===== src/rtl/cc_pkg.sv =====
// Shared constants and state encoding for the cache-line return serializer.
package cc_pkg;

    localparam int CC_LINE_W = 512;
    localparam int CC_BEAT_W = 64;
    localparam int CC_BEATS  = CC_LINE_W / CC_BEAT_W;

    typedef enum logic [0:0] {
        ST_IDLE = 1'b0,
        ST_SEND = 1'b1
    } cc_state_e;

endpackage


===== src/rtl/cc_serializer_if.sv =====
// Line-in / R-channel-out bundle for the cache-line serializer.
// The master modport is the serializer itself; slave is the surrounding logic.
interface cc_serializer_if
    import cc_pkg::*;
#(
    parameter int LINE_W = CC_LINE_W,
    parameter int BEAT_W = CC_BEAT_W
) ();

    logic              line_valid_i;
    logic              line_ready_o;
    logic [LINE_W-1:0] line_data_i;
    logic [5:0]        line_offset_i;
    logic [BEAT_W-1:0] rdata_o;
    logic              rlast_o;
    logic              rvalid_o;
    logic              rready_i;

    modport master (
        input  line_valid_i,
        output line_ready_o,
        input  line_data_i,
        input  line_offset_i,
        output rdata_o,
        output rlast_o,
        output rvalid_o,
        input  rready_i
    );

    modport slave (
        output line_valid_i,
        input  line_ready_o,
        output line_data_i,
        output line_offset_i,
        input  rdata_o,
        input  rlast_o,
        input  rvalid_o,
        output rready_i
    );

endinterface


===== src/rtl/cc_serializer.sv =====
// Cache-line serializer: returns a full line as a critical-word-first wrapped
// burst of beats. A second slot queues the next line so consecutive bursts
// run back to back. Every output comes straight from a flop.
module cc_serializer
    import cc_pkg::*;
#(
    parameter int LINE_W = CC_LINE_W,
    parameter int BEAT_W = CC_BEAT_W
) (
    input  logic               clk,
    input  logic               rst,
    cc_serializer_if.master    bus
);

    localparam int BEATS = LINE_W / BEAT_W;
    localparam int CNT_W = $clog2(BEATS);
    localparam logic [CNT_W-1:0] LAST_CNT = CNT_W'(BEATS - 1);
    localparam logic [CNT_W-1:0] ONE_CNT  = CNT_W'(1);

    // Word 0 sits in the most significant beat of the line.
    function automatic logic [BEAT_W-1:0] pick_word(input logic [LINE_W-1:0] line,
                                                    input logic [CNT_W-1:0]  idx);
        pick_word = line[LINE_W - 1 - BEAT_W * int'(idx) -: BEAT_W];
    endfunction

    cc_state_e         state_r,      state_s;
    logic              cur_valid_r,  cur_valid_s;
    logic [LINE_W-1:0] cur_data_r,   cur_data_s;
    logic [CNT_W-1:0]  cur_start_r,  cur_start_s;
    logic [CNT_W-1:0]  cnt_r,        cnt_s;
    logic              pend_valid_r, pend_valid_s;
    logic [LINE_W-1:0] pend_data_r,  pend_data_s;
    logic [CNT_W-1:0]  pend_start_r, pend_start_s;

    logic              rvalid_r,     rvalid_s;
    logic              rlast_r,      rlast_s;
    logic [BEAT_W-1:0] rdata_r,      rdata_s;
    logic              line_ready_r, line_ready_s;

    logic              accept_s;
    logic              beat_hs_s;
    logic              last_hs_s;
    logic [CNT_W-1:0]  new_start_s;
    logic [CNT_W-1:0]  word_idx_s;

    // Next-state and next-output computation for both line slots.
    always_comb begin
        state_s      = state_r;
        cur_valid_s  = cur_valid_r;
        cur_data_s   = cur_data_r;
        cur_start_s  = cur_start_r;
        cnt_s        = cnt_r;
        pend_valid_s = pend_valid_r;
        pend_data_s  = pend_data_r;
        pend_start_s = pend_start_r;

        accept_s    = bus.line_valid_i & line_ready_r;
        beat_hs_s   = rvalid_r & bus.rready_i;
        last_hs_s   = beat_hs_s & (cnt_r == LAST_CNT);
        new_start_s = bus.line_offset_i[5:3];

        case (state_r)
            ST_IDLE: begin
                if (accept_s) begin
                    state_s     = ST_SEND;
                    cur_valid_s = 1'b1;
                    cur_data_s  = bus.line_data_i;
                    cur_start_s = new_start_s;
                    cnt_s       = {CNT_W{1'b0}};
                end else begin
                    state_s     = ST_IDLE;
                    cur_valid_s = 1'b0;
                end
            end
            ST_SEND: begin
                if (last_hs_s) begin
                    cnt_s = {CNT_W{1'b0}};
                    if (pend_valid_r) begin
                        // Queued line takes over with no idle cycle in between.
                        cur_data_s   = pend_data_r;
                        cur_start_s  = pend_start_r;
                        pend_valid_s = 1'b0;
                    end else if (accept_s) begin
                        // Line arriving on the final beat bypasses the queue.
                        cur_data_s  = bus.line_data_i;
                        cur_start_s = new_start_s;
                    end else begin
                        state_s     = ST_IDLE;
                        cur_valid_s = 1'b0;
                    end
                end else begin
                    if (beat_hs_s) begin
                        cnt_s = cnt_r + ONE_CNT;
                    end else begin
                        cnt_s = cnt_r;
                    end
                    if (accept_s) begin
                        pend_valid_s = 1'b1;
                        pend_data_s  = bus.line_data_i;
                        pend_start_s = new_start_s;
                    end else begin
                        pend_valid_s = pend_valid_r;
                    end
                end
            end
            default: begin
                state_s      = ST_IDLE;
                cur_valid_s  = 1'b0;
                pend_valid_s = 1'b0;
                cnt_s        = {CNT_W{1'b0}};
            end
        endcase

        // Wrap-around add keeps the burst inside the line.
        word_idx_s   = cur_start_s + cnt_s;
        rvalid_s     = cur_valid_s;
        rlast_s      = cur_valid_s & (cnt_s == LAST_CNT);
        line_ready_s = ~pend_valid_s;
        if (cur_valid_s) begin
            rdata_s = pick_word(cur_data_s, word_idx_s);
        end else begin
            rdata_s = {BEAT_W{1'b0}};
        end
    end

    // State, slot and output registers with synchronous reset.
    always_ff @(posedge clk) begin
        if (rst) begin
            state_r      <= ST_IDLE;
            cur_valid_r  <= 1'b0;
            cur_data_r   <= {LINE_W{1'b0}};
            cur_start_r  <= {CNT_W{1'b0}};
            cnt_r        <= {CNT_W{1'b0}};
            pend_valid_r <= 1'b0;
            pend_data_r  <= {LINE_W{1'b0}};
            pend_start_r <= {CNT_W{1'b0}};
            rvalid_r     <= 1'b0;
            rlast_r      <= 1'b0;
            rdata_r      <= {BEAT_W{1'b0}};
            line_ready_r <= 1'b1;
        end else begin
            state_r      <= state_s;
            cur_valid_r  <= cur_valid_s;
            cur_data_r   <= cur_data_s;
            cur_start_r  <= cur_start_s;
            cnt_r        <= cnt_s;
            pend_valid_r <= pend_valid_s;
            pend_data_r  <= pend_data_s;
            pend_start_r <= pend_start_s;
            rvalid_r     <= rvalid_s;
            rlast_r      <= rlast_s;
            rdata_r      <= rdata_s;
            line_ready_r <= line_ready_s;
        end
    end

    assign bus.rvalid_o     = rvalid_r;
    assign bus.rlast_o      = rlast_r;
    assign bus.rdata_o      = rdata_r;
    assign bus.line_ready_o = line_ready_r;

endmodule


===== src/flat_wrapper.sv =====
// flat-port wrapper written by rule: the top's interface ports become plain ports
module cc_serializer_flat import cc_pkg::*;
#(
    parameter int LINE_W = CC_LINE_W,
    parameter int BEAT_W = CC_BEAT_W
)
  (clk, rst, bus_line_valid_i, bus_line_ready_o, bus_line_data_i, bus_line_offset_i, bus_rdata_o, bus_rlast_o, bus_rvalid_o, bus_rready_i);
  cc_serializer_if #(.LINE_W(LINE_W), .BEAT_W(BEAT_W)) bus_i ();
  input  logic clk;
  input  logic rst;
  input wire logic [$bits(bus_i.line_valid_i)-1:0] bus_line_valid_i;
  output wire logic [$bits(bus_i.line_ready_o)-1:0] bus_line_ready_o;
  input wire logic [$bits(bus_i.line_data_i)-1:0] bus_line_data_i;
  input wire logic [$bits(bus_i.line_offset_i)-1:0] bus_line_offset_i;
  output wire logic [$bits(bus_i.rdata_o)-1:0] bus_rdata_o;
  output wire logic [$bits(bus_i.rlast_o)-1:0] bus_rlast_o;
  output wire logic [$bits(bus_i.rvalid_o)-1:0] bus_rvalid_o;
  input wire logic [$bits(bus_i.rready_i)-1:0] bus_rready_i;
  assign bus_i.line_valid_i = bus_line_valid_i;
  assign bus_line_ready_o = bus_i.line_ready_o;
  assign bus_i.line_data_i = bus_line_data_i;
  assign bus_i.line_offset_i = bus_line_offset_i;
  assign bus_rdata_o = bus_i.rdata_o;
  assign bus_rlast_o = bus_i.rlast_o;
  assign bus_rvalid_o = bus_i.rvalid_o;
  assign bus_i.rready_i = bus_rready_i;
  cc_serializer #(.LINE_W(LINE_W), .BEAT_W(BEAT_W)) u_core (.clk(clk), .rst(rst), .bus(bus_i));
endmodule

===== config.mk =====
export PLATFORM = sky130hd
export DESIGN_NAME = cc_serializer_flat
export DESIGN_NICKNAME = d
export VERILOG_FILES = /design/src/rtl/cc_pkg.sv /design/src/rtl/cc_serializer_if.sv /design/src/rtl/cc_serializer.sv /design/src/flat_wrapper.sv
export SDC_FILE = /design/constraint.sdc
export NUM_CORES = 2
export LEC_CHECK = 0
export ABC_AREA = 1
export CORE_MARGIN = 4
export CORE_UTILIZATION = 25
export DETAILED_ROUTE_END_ITERATION = 16
export GPL_TIMING_DRIVEN = 0
export PLACE_DENSITY = 0.41
export SYNTH_ARGS = -nofsm -noshare
export SYNTH_HDL_FRONTEND = slang
export SYNTH_SLANG_ARGS = --single-unit

===== constraint.sdc =====
create_clock -name clk -period 5 [get_ports clk]
set_clock_uncertainty 0.2 [all_clocks]
set_input_delay 1 -clock clk [delete_from_list [all_inputs] [get_ports clk]]
set_output_delay 1 -clock clk [all_outputs]
set_load 0.05 [all_outputs]

==> impl_metrics.toml <==
[outcome]
status = "complete, but fails checks"
violations = "capacitance limit, slew limit, setup timing"

[final_layout]
fin_area_mm2 = 0.07136
fill_cells = 24420
fin_cells = 12360
drive_gt1_frac = 0.07854
nNetsFinal = 9777
final_util = 0.3217
syn2layout_area_growth_pct = 28.12

[placed_design]
port_buffers = 583
dpl.hpwl_um = 332900
dp.cells = 12080
place_area_mm2 = 0.06530
place.gp.congestion = 1.024

[timing]
slew_violations = 88
finalWorstSetupSlack_ps = -178.8
worst_pin_slew_ps = 1571
setup_viol = 35
post-route-min-period_ps = 5179
slew_headroom = -0.04749
hold_slack_ps = 259.5
clock.fmax_mhz = 193.1
period_share = 1.036
hold_viol = 0
rsz0062_at_grt = "false"

[clocking]
clk_pin_slew_ps = 60
cts.sinks = 1102
ctsRootBufferMaster = "clkbuf_16"
hold_buffers = 0
cts_buffers = 146
clock_path_buffers = 3
htreeDepth = 4
tritoncts = "built"
clock_latency_ps = 850
cts_setup_buffers = 0

[global_routing]
grt-ovfl-total = 0
grtUsageTotal = 0.3548
grt_pass1_vias = 64510
antenna_found_initial = 35
grt_pass1_wl_um = 561100
grt_max_degree = 20

[logic_synthesis]
yosysUniqueCellTypes = 28
synth_cells = 8523
ys_ff_latch = 1102
avgSynthCellArea_um2 = 6.536
yosysSeqAreaShare = 0.3960
synth_nets = 9049
ys_warn_count = 0
syn-cell-area_mm2 = 0.05570

[power_and_ir_drop]
power.density_mw_per_mm2 = 411.7
p_leak_uw = 0.02756
power.total_uw = 29380
max-vdd-ir-drop_v = 0.0003928

[floorplan]
rows = 173
dieArea_mm2 = 0.2304
fp.coreArea_mm2 = 0.2219
die_x_um = 480.0
initial_core_util = 0.2511
pin_count = 589
chipHeight_um = 480.0

[critical_path]
slowest_delay_ps = 450
cp_data_arrival_time_ps = 5680
cp.buffers_inverters = 5
end_kind = "flip-flop"
slowest_stage = "nor2_2"
crit_required_ps = 5500
cp-start-kind = "flip-flop"
critPathMaxFanout = 20
critPathKind = "reg -> reg"
crit_path_cell_trace = "ha_1 > ha_2 > nand3_4 > nor2_2 > buf_12 > buf_12 > inv_1 > o22ai_1 > a21oi_2 > ha_4 > clkbuf_8 > clkbuf_8 > nand4_1 > nand3_1 > nand2_1 > nor2_2 > nor2_1"
critical-path-top-delay-family = "simple AND/OR/NAND/NOR gates"

[detailed_routing]
antenna_left = 0
route.vias.total = 70970
dr.pass1.iters = 9
vias_per_cell = 5.741
drt_drc_violations_left = 0
wire_per_inst_um = 34.68
drt-initial-drc-count = 10110
wl_um = 428700

[worst_hold_path]
hold_path.class = "reg -> reg"

[job]
cap_violations = 8
==> layout by cell type (no fill, tap or decap), types with 187 or more instances in the layout <==
cell             synthesis  final
nand2_1               2863   2859
nand3_1               1761   1727
dfxtp_1               1102   1102
clkdlybuf4s50_1          0    583
a21oi_1                562    561
a31oi_1                467    467
nand4_1                453    453
clkbuf_1               401    364
buf_2                  280    276
inv_1                  203    203
nor2_1                 261    187
==> worst reg2reg max path: stages (launching register included) <==
cell	delay, ps
dfxtp_1	370
ha_1	180
ha_2	250
nand3_4	230
nor2_2	240
buf_12	240
buf_12	290
inv_1	200
o22ai_1	220
a21oi_2	80
ha_4	410
clkbuf_8	300
clkbuf_8	330
nand4_1	450
nand3_1	320
nand2_1	150
nor2_2	450
nor2_1	150
==> cell families after synthesis <==
| group | Yosys count | synth area share |
|---|---|---|
| DFF | 1102 | 0.3960 |
| AOI/OAI and AO/OA | 1094 | 0.1091 |
| and+or+nand+nor | 5342 | 0.4201 |
| muxes | 1 | 0.0001797 |
| buffers and inverters | 979 | 0.07341 |
| xor gates and xnor gates | 1 | 0.0001573 |
| adders and majority gates | 4 | 0.001033 |
==> Yosys cell counts <==
cell type	number	share of area
nand3_2	1	0.00018
nand4_1	453	0.051
clkbuf_1	401	0.027
a31o_2	1	0.00016
a211oi_1	2	0.00027
nor2_1	261	0.018
buf_1	75	0.0051
inv_2	3	0.00020
nor2_2	1	0.00011
a21oi_1	562	0.050
inv_1	203	0.014
nand2_1	2863	0.19
mux2i_1	1	0.00018
o22ai_1	1	0.00011
o21ai_1	2	0.00018
buf_2	280	0.025
xor2_1	1	0.00016
ha_1	3	0.00067
dfxtp_1	1102	0.40
o21ai_0	57	0.0051
o221ai_1	1	0.00016
nand3_1	1761	0.16
fa_1	1	0.00036
a31oi_1	467	0.052
nor3_1	1	0.000090
a22oi_1	1	0.00013
nand2_2	1	0.00011
buf_4	17	0.0023
==> metal layers <==
| metal | GRT usage | vias up | part of all wire |
|---|---|---|---|
| met5 | 0 | - | 0.00017 |
| met4 | 0.2899 | 12 | 0.098 |
| met3 | 0.07506 | 1015 | 0.097 |
| met2 | 0.5028 | 4795 | 0.40 |
| met1 | 0.4610 | 34440 | 0.41 |
| li1 | - | 30710 | - |
==> path summary, 6_finish.rpt <==
| path | start | to | depth (start not counted) | slack, ps |
|---|---|---|---|---|
| worst max-delay path | u_core.cnt_r[0]$_SDFF_PP0_ | u_core.bus.rdata_o[52]$_SDFF_PP0_ | 17 | -180 |
| worst min-delay path | u_core.pend_data_r[407]$_SDFFE_PP0P_ | u_core.pend_data_r[407]$_SDFFE_PP0P_ | 2 | 260 |
| worst max register to register | u_core.cnt_r[0]$_SDFF_PP0_ | u_core.bus.rdata_o[52]$_SDFF_PP0_ | 17 | -180 |
| worst min register to register | u_core.pend_data_r[407]$_SDFFE_PP0P_ | u_core.pend_data_r[407]$_SDFFE_PP0P_ | 2 | 260 |
==> final cells by class <==
class / count / area [um^2] / area share
Inverter: 206 / 775.7 / 0.01087
Timing Repair Buffer: 584 / 5863 / 0.08216
Clock buffer: 232 / 4563 / 0.06394
Sequential cell: 1102 / 22060 / 0.3091
Buffer: 769 / 3765 / 0.05276
Clock inverter: 36 / 425.4 / 0.005961
Multi-Input combinational cell: 6442 / 30150 / 0.4224
Antenna cell: 17 / 42.54 / 0.0005961
Tap cell: 2975 / 3722 / 0.05216
==> state kept, by name, indices dropped and copies added (netlist names) <==
signal                   count
u_core.pend_data_r         512
u_core.pend_valid_r          1
u_core.cnt_r                 3
u_core.pend_start_r          3
u_core.cur_data_r          512
u_core.cur_start_r           3
u_core.state_r               1
u_core.bus.rlast_o           1
u_core.bus.rdata_o          64
u_core.bus.rvalid_o          1
u_core.bus.line_ready_o      1
==> per-stage QoR <==
stage	setup WS (ps)	setup TNS (ps)
6_report	-178.8	-1879
5_1_grt	7.175	0
4_1_cts	-1.472	-2.303
3_5_place_dp	-3959	-216230
3_3_place_gp	-4578	-238130
2_1_floorplan	1100	0
==> repair_timing <==
action,CTS,global route
endpoints found under the setup margin,64,64
pin swaps,24,12
resized for setup,325,43
==> where the power goes <==
part / total (uW) / internal [uW] / leakage (uW) / switching, uW
clock network: 11200 / 6570 / 0.00246 / 4660
logic: 8550 / 2020 / 0.0161 / 6530
registers: 9600 / 9310 / 0.00899 / 289
total: 29400 / 17900 / 0.0276 / 11500
(Power assumes the default switching activity.)
